**config.mk**
```make
export PLATFORM = sky130hd
export DESIGN_NAME = mem_port_arbiter
export DESIGN_NICKNAME = d
export VERILOG_FILES = /design/src/rtl/mem_arb_pkg.sv /design/src/rtl/mem_arb_id_fifo.sv /design/src/rtl/mem_port_arbiter.sv
export SDC_FILE = /design/constraint.sdc
export NUM_CORES = 1
export LEC_CHECK = 0
export ABC_AREA = 1
export CAP_MARGIN = 30
export CORE_AREA = 2 2 108 110
export CTS_CLUSTER_SIZE = 10
export DETAILED_ROUTE_END_ITERATION = 16
export DIE_AREA = 0 0 110 112
export GPL_TIMING_DRIVEN = 0
export PLACE_DENSITY = 0.69
export SETUP_SLACK_MARGIN = 0.3
export SYNTH_ARGS = -nofsm -noshare
export SYNTH_HDL_FRONTEND = slang
export SYNTH_SLANG_ARGS = --single-unit
```
**constraint.sdc**
```tcl
create_clock -name clk_i -period 1.8 [get_ports clk_i]
set_clock_uncertainty 0.1 [all_clocks]
set_input_delay 0.36 -clock clk_i [delete_from_list [all_inputs] [get_ports clk_i]]
set_output_delay 0.36 -clock clk_i [all_outputs]
set_load 0.02 [all_outputs]
```
**src/rtl/mem_arb_pkg.sv**
```systemverilog
// Shared types for the instruction/data memory port arbiter.
package mem_arb_pkg;

    localparam int unsigned ID_WIDTH = 1;

    typedef enum logic {
        REQ_INSTR = 1'b0,
        REQ_DATA  = 1'b1
    } req_id_e;

    function automatic req_id_e other_req(input req_id_e id);
        return (id == REQ_INSTR) ? REQ_DATA : REQ_INSTR;
    endfunction

endpackage

```
**src/rtl/mem_arb_id_fifo.sv**
```systemverilog
// In-order FIFO of requester IDs for granted transactions awaiting rvalid.
module mem_arb_id_fifo
    import mem_arb_pkg::*;
#(
    parameter  int unsigned DEPTH = 2,
    localparam int unsigned CNT_W = $clog2(DEPTH + 1)
) (
    input  logic             clk_i,
    input  logic             rst_ni,
    input  logic             push_i,
    input  req_id_e          push_id_i,
    input  logic             pop_i,
    output req_id_e          head_o,
    output logic             full_o,
    output logic             empty_o,
    output logic [CNT_W-1:0] count_o
);

    localparam int unsigned      PTR_W    = (DEPTH > 1) ? $clog2(DEPTH) : 1;
    localparam logic [PTR_W-1:0] LAST_PTR = PTR_W'(DEPTH - 1);
    localparam logic [CNT_W-1:0] FULL_CNT = CNT_W'(DEPTH);

    logic [ID_WIDTH-1:0] slots_q [DEPTH];
    logic [PTR_W-1:0]    wr_ptr_q, wr_ptr_d;
    logic [PTR_W-1:0]    rd_ptr_q, rd_ptr_d;
    logic [CNT_W-1:0]    count_q, count_d;
    logic                push_ok, pop_ok;

    function automatic logic [PTR_W-1:0] ptr_inc(input logic [PTR_W-1:0] ptr);
        return (ptr == LAST_PTR) ? '0 : ptr + 1'b1;
    endfunction

    assign empty_o = (count_q == '0);
    assign full_o  = (count_q == FULL_CNT);
    assign count_o = count_q;
    assign head_o  = req_id_e'(slots_q[rd_ptr_q]);
    assign push_ok = push_i & ~full_o;
    assign pop_ok  = pop_i & ~empty_o;

    always_comb begin
        wr_ptr_d = push_ok ? ptr_inc(wr_ptr_q) : wr_ptr_q;
        rd_ptr_d = pop_ok ? ptr_inc(rd_ptr_q) : rd_ptr_q;
        count_d  = count_q;
        unique case ({push_ok, pop_ok})
            2'b10:   count_d = count_q + 1'b1;
            2'b01:   count_d = count_q - 1'b1;
            default: count_d = count_q;
        endcase
    end

    always_ff @(posedge clk_i or negedge rst_ni) begin
        if (!rst_ni) begin
            wr_ptr_q <= '0;
            rd_ptr_q <= '0;
            count_q  <= '0;
            for (int unsigned i = 0; i < DEPTH; i++) begin
                slots_q[i] <= '0;
            end
        end else begin
            wr_ptr_q <= wr_ptr_d;
            rd_ptr_q <= rd_ptr_d;
            count_q  <= count_d;
            if (push_ok) begin
                slots_q[wr_ptr_q] <= push_id_i;
            end
        end
    end

endmodule

```
**src/rtl/mem_port_arbiter.sv**
```systemverilog
// Round-robin sharing of one sp_ram port between instruction fetch and LSU,
// with in-order rvalid/rdata steering back to the requester that was granted.
module mem_port_arbiter
    import mem_arb_pkg::*;
#(
    parameter int unsigned ADDR_WIDTH      = 32,
    parameter int unsigned DATA_WIDTH      = 32,
    parameter int unsigned MAX_OUTSTANDING = 2
) (
    input  logic                    clk_i,
    input  logic                    rst_ni,
    input  logic                    instr_req_i,
    output logic                    instr_gnt_o,
    output logic                    instr_rvalid_o,
    input  logic [ADDR_WIDTH-1:0]   instr_addr_i,
    output logic [DATA_WIDTH-1:0]   instr_rdata_o,
    input  logic                    data_req_i,
    output logic                    data_gnt_o,
    output logic                    data_rvalid_o,
    input  logic                    data_we_i,
    input  logic [DATA_WIDTH/8-1:0] data_be_i,
    input  logic [ADDR_WIDTH-1:0]   data_addr_i,
    input  logic [DATA_WIDTH-1:0]   data_wdata_i,
    output logic [DATA_WIDTH-1:0]   data_rdata_o,
    output logic                    mem_req_o,
    input  logic                    mem_gnt_i,
    input  logic                    mem_rvalid_i,
    output logic                    mem_we_o,
    output logic [DATA_WIDTH/8-1:0] mem_be_o,
    output logic [ADDR_WIDTH-1:0]   mem_addr_o,
    output logic [DATA_WIDTH-1:0]   mem_wdata_o,
    input  logic [DATA_WIDTH-1:0]   mem_rdata_i,
    output logic                    err_o
);

    localparam int unsigned CNT_W = $clog2(MAX_OUTSTANDING + 1);

    req_id_e          sel;
    req_id_e          fifo_head;
    logic             fifo_full, fifo_empty;
    logic [CNT_W-1:0] fifo_count;
    logic             any_req, held_req, grant, rsp_valid;

    logic    hold_valid_q, hold_valid_d;
    req_id_e hold_id_q, hold_id_d;
    req_id_e last_grant_q, last_grant_d;
    logic    err_q, err_d;

    always_comb begin
        any_req  = instr_req_i | data_req_i;
        held_req = (hold_id_q == REQ_DATA) ? data_req_i : instr_req_i;

        // A stalled request keeps the port until granted, so payload never changes mid-handshake.
        if (hold_valid_q && held_req) begin
            sel = hold_id_q;
        end else if (instr_req_i && data_req_i) begin
            sel = other_req(last_grant_q);
        end else if (data_req_i) begin
            sel = REQ_DATA;
        end else begin
            sel = REQ_INSTR;
        end

        mem_req_o   = any_req & ~fifo_full;
        grant       = mem_req_o & mem_gnt_i;
        instr_gnt_o = grant & (sel == REQ_INSTR);
        data_gnt_o  = grant & (sel == REQ_DATA);

        mem_we_o    = 1'b0;
        mem_be_o    = '0;
        mem_addr_o  = '0;
        mem_wdata_o = '0;
        if (any_req) begin
            if (sel == REQ_DATA) begin
                mem_we_o    = data_we_i;
                mem_be_o    = data_be_i;
                mem_addr_o  = data_addr_i;
                mem_wdata_o = data_wdata_i;
            end else begin
                mem_be_o    = '1;
                mem_addr_o  = instr_addr_i;
            end
        end

        rsp_valid      = mem_rvalid_i & ~fifo_empty;
        instr_rvalid_o = rsp_valid & (fifo_head == REQ_INSTR);
        data_rvalid_o  = rsp_valid & (fifo_head == REQ_DATA);

        hold_valid_d = hold_valid_q;
        hold_id_d    = hold_id_q;
        last_grant_d = last_grant_q;
        if (grant) begin
            hold_valid_d = 1'b0;
            last_grant_d = sel;
        end else if (mem_req_o) begin
            hold_valid_d = 1'b1;
            hold_id_d    = sel;
        end else if (hold_valid_q && !held_req) begin
            hold_valid_d = 1'b0;
        end

        err_d = err_q | (mem_rvalid_i & fifo_empty);
    end

    assign instr_rdata_o = mem_rdata_i;
    assign data_rdata_o  = mem_rdata_i;
    assign err_o         = err_q;

    mem_arb_id_fifo #(
        .DEPTH (MAX_OUTSTANDING)
    ) u_id_fifo (
        .clk_i     (clk_i),
        .rst_ni    (rst_ni),
        .push_i    (grant),
        .push_id_i (sel),
        .pop_i     (mem_rvalid_i),
        .head_o    (fifo_head),
        .full_o    (fifo_full),
        .empty_o   (fifo_empty),
        .count_o   (fifo_count)
    );

    always_ff @(posedge clk_i or negedge rst_ni) begin
        if (!rst_ni) begin
            hold_valid_q <= 1'b0;
            hold_id_q    <= REQ_INSTR;
            last_grant_q <= REQ_INSTR;
            err_q        <= 1'b0;
        end else begin
            hold_valid_q <= hold_valid_d;
            hold_id_q    <= hold_id_d;
            last_grant_q <= last_grant_d;
            err_q        <= err_d;
        end
    end

    // Grants are gated by fifo_full, so the tracked count can never exceed the limit.
    assert property (@(posedge clk_i) disable iff (!rst_ni)
                     fifo_count <= CNT_W'(MAX_OUTSTANDING));

endmodule

```
==> flow_metrics.tcl <==
set metrics [dict create \
    worst_pin_slew_ns 0.485 \
    cts_tree "done" \
    path_cells "inv_2 > nand2_2 > nand3_4 > nand2_4 > nand2_8 > buf_12 > buf_16 > nor2_4 > nor2_4 > buf_6" \
    vias 3223 \
    yosysSeqAreaShare_pct 12.0 \
    setup_viol 72 \
    critPathLaunchType "flop" \
    yosys_register_bits 10 \
    die_h_um 112 \
    nNetsFinal 812 \
    place.gp.congestion 0.707 \
    failed_checks "negative setup slack" \
    layout-drive-gt1-share_pct 48.7 \
    wirelength_um 10700 \
    htreeDepth 1 \
    pre_cts_ws_ns -1.18 \
    final_cell_mix "140 x clkdlybuf4s50_1, 97 x buf_4, 83 x nor2_4" \
    hold_path.class "in -> async" \
    drt_pass1_iterations 4 \
    dp_hpwl_um 8160 \
    synth_cell_type_count 24 \
    leakage_nw 3.20 \
    status "finished with violations" \
    m1WireLength_um 3620 \
    hold_viol_final 0 \
    ios 278 \
    drc 0 \
    via_per_inst 3.96 \
    fin_crit_sh_pct 120 \
    die_area_um2 12300 \
    grt_setup_unrepaired "yes" \
    wl_per_cell_um 13.2 \
    max_slew_margin_pct 67.6 \
    grt_pass1_wl_um 15400 \
    critical_path.max_fanout 5 \
    finalCriticalPeriod_ns 2.15 \
    detail-route-antenna-nets 0 \
    drt_first_iter_violations 86 \
    antenna_found_initial 0 \
    utilization_pct 55.0 \
    clk_latency_ns 0.23 \
    fmax_mhz 464 \
    arrival_ns 1.69 \
    route.met3.wl_um 967 \
    required_ns 1.34 \
    yosysWarningCount 0 \
    fillers 1014 \
    maxCapViolations 0 \
    grt_pass1_vias 3272 \
    grt_max_degree 11 \
    start_util_pct 18.7 \
    multi_input_area_um2 1750 \
    fin_ws_ns -0.354 \
    fin_tns_setup_ns -20.20 \
    top_layer_used "met4" \
    clkTransAtPathRegs_ns 0.04 \
    clock_sinks 10 \
    port-buffer-count 245 \
    syn_inst 388 \
    antennaDiodeCount 0 \
    p_per_area_nw_per_um2 1120 \
    cts_max_path_buffers 2 \
    ctsRootBufferMaster "clkbuf_16" \
    critPathKind "reg -> out" \
    layout_commonest_cell "clkdlybuf4s50_1" \
    slew_viol_final 0 \
    seqCellArea_um2 251 \
    crit_top_cell "nor2_4" \
    syn-cell-area_um2 2090 \
    synth_area_per_cell_um2 5.39 \
    row_count 39 \
    cpPeakStageDelay_ns 0.41 \
    die_w_um 110 \
    core_area_um2 11200 \
    area_delta_synth_final_pct 194 \
    grt_use_total_pct 15.5 \
    stdcell_area_um2 6140 \
    gr-total-overflow 0 \
    slowest_stage "dfrtp_2" \
    hold_buffers 0 \
    peakVddDrop_mv 0.741 \
    r2r_slack_ns -0.06 \
    synth_nets 528 \
    worst_setup_path_end_kind "output port" \
    post_dp_cell_area_um2 5280 \
    cts_buffers 3 \
    wl_met2_um 6080 \
]
[final cells by class]
| cell class | count | share of cell area, % |
|---|---|---|
| Timing Repair Buffer | 278 | 46.4 |
| Multi-Input combinational cell | 213 | 28.4 |
| Buffer | 80 | 11.2 |
| Inverter | 86 | 5.50 |
| Sequential cell | 10 | 4.09 |
| Tap cell | 143 | 2.91 |
| Clock buffer | 4 | 1.45 |
[sequential cells by signal, indices dropped and copies added, names as in the netlist]
name,cells
hold_valid_q,1
u_id_fifo.slots_q,2
err_o,1
hold_id_q,1
u_id_fifo.count_o,2
last_grant_q,1
u_id_fifo.wr_ptr_q,1
u_id_fifo.rd_ptr_q,1
[kinds of logic (layout without fill, tap and decap cells)]
group                    Yosys count  count (layout)  share of synthesized area [%]
flip-flops                        10              10                           12.0
adder cells (fa/ha/maj)            1               1                          0.598
AO/OA/AOI/OAI                     10              10                           2.75
buffers and inverters            166             448                           44.2
AND/OR/NAND/NOR                  198             199                           39.3
XOR/XNOR                           3               3                           1.26
[power by group]
part	internal, mW	switching [mW]	leakage [nW]	total [mW]
combinational	2.92	3.05	3.04	5.97
sequential	0.333	0.111	0.116	0.444
clock	0.334	0.103	0.0442	0.438
total	3.58	3.27	3.20	6.85
[critical path, delay by kind of cell, from the launching register on]
family                 cells  cell delay, ns
DFF                        1            0.41
buffers and inverters      4            0.45
and+or+nand+nor            6            0.59
[stage by stage]
step / cells / power (mW) / hold WS [ns]
6_report: 814 / 6.85 / 0.355
5_1_grt: 814 / 7.26 / 0.387
4_1_cts: 802 / 6.31 / 0.359
3_5_place_dp: 776 / 4.97 / 0.354
3_3_place_gp: 776 / 4.90 / 0.352
2_1_floorplan: 388 / 3.22 / -0.0356
[worst paths after layout]
check	from	end	depth (start not counted)
min in group clk_i	err_o	err_o	1
setup reg to reg	u_id_fifo.count_o[1]	u_id_fifo.count_o[1]	9
hold reg to reg	err_o	err_o	1
hold / removal	rst_ni	u_id_fifo.rd_ptr_q	1
max in group asynchronous	rst_ni	hold_id_q	1
setup / recovery	hold_id_q	mem_addr_o[9]	10
[routing by layer]
metal | global-route usage [%] | up-vias
met2 | 32.2 | 155
met4 | 2.11 | 0
met3 | 2.75 | 4
met5 | 0 | -
met1 | 15.7 | 1440
li1 | - | 1624
[Yosys cell counts, drive strengths merged]
master | number | area share, %
o21ai | 6 | 1.4
ha | 1 | 0.60
a21oi | 3 | 0.90
nor2 | 102 | 19
nand4 | 1 | 0.30
nand3 | 34 | 8.4
clkbuf | 3 | 0.54
dfrtp | 10 | 12
nand2 | 60 | 12
xnor2 | 1 | 0.42
buf | 77 | 28
inv | 86 | 15
or2 | 1 | 0.30
xor2 | 2 | 0.84
a31o | 1 | 0.42
[repair_timing]
item                                    CTS  global route
resized for setup                       411           134
endpoints found under the setup margin   84           104
buffers inserted                         19             9
pin swaps                                 9            18
gates cloned                              3             3
No activity file was read; power rests on OpenSTA's default activity.
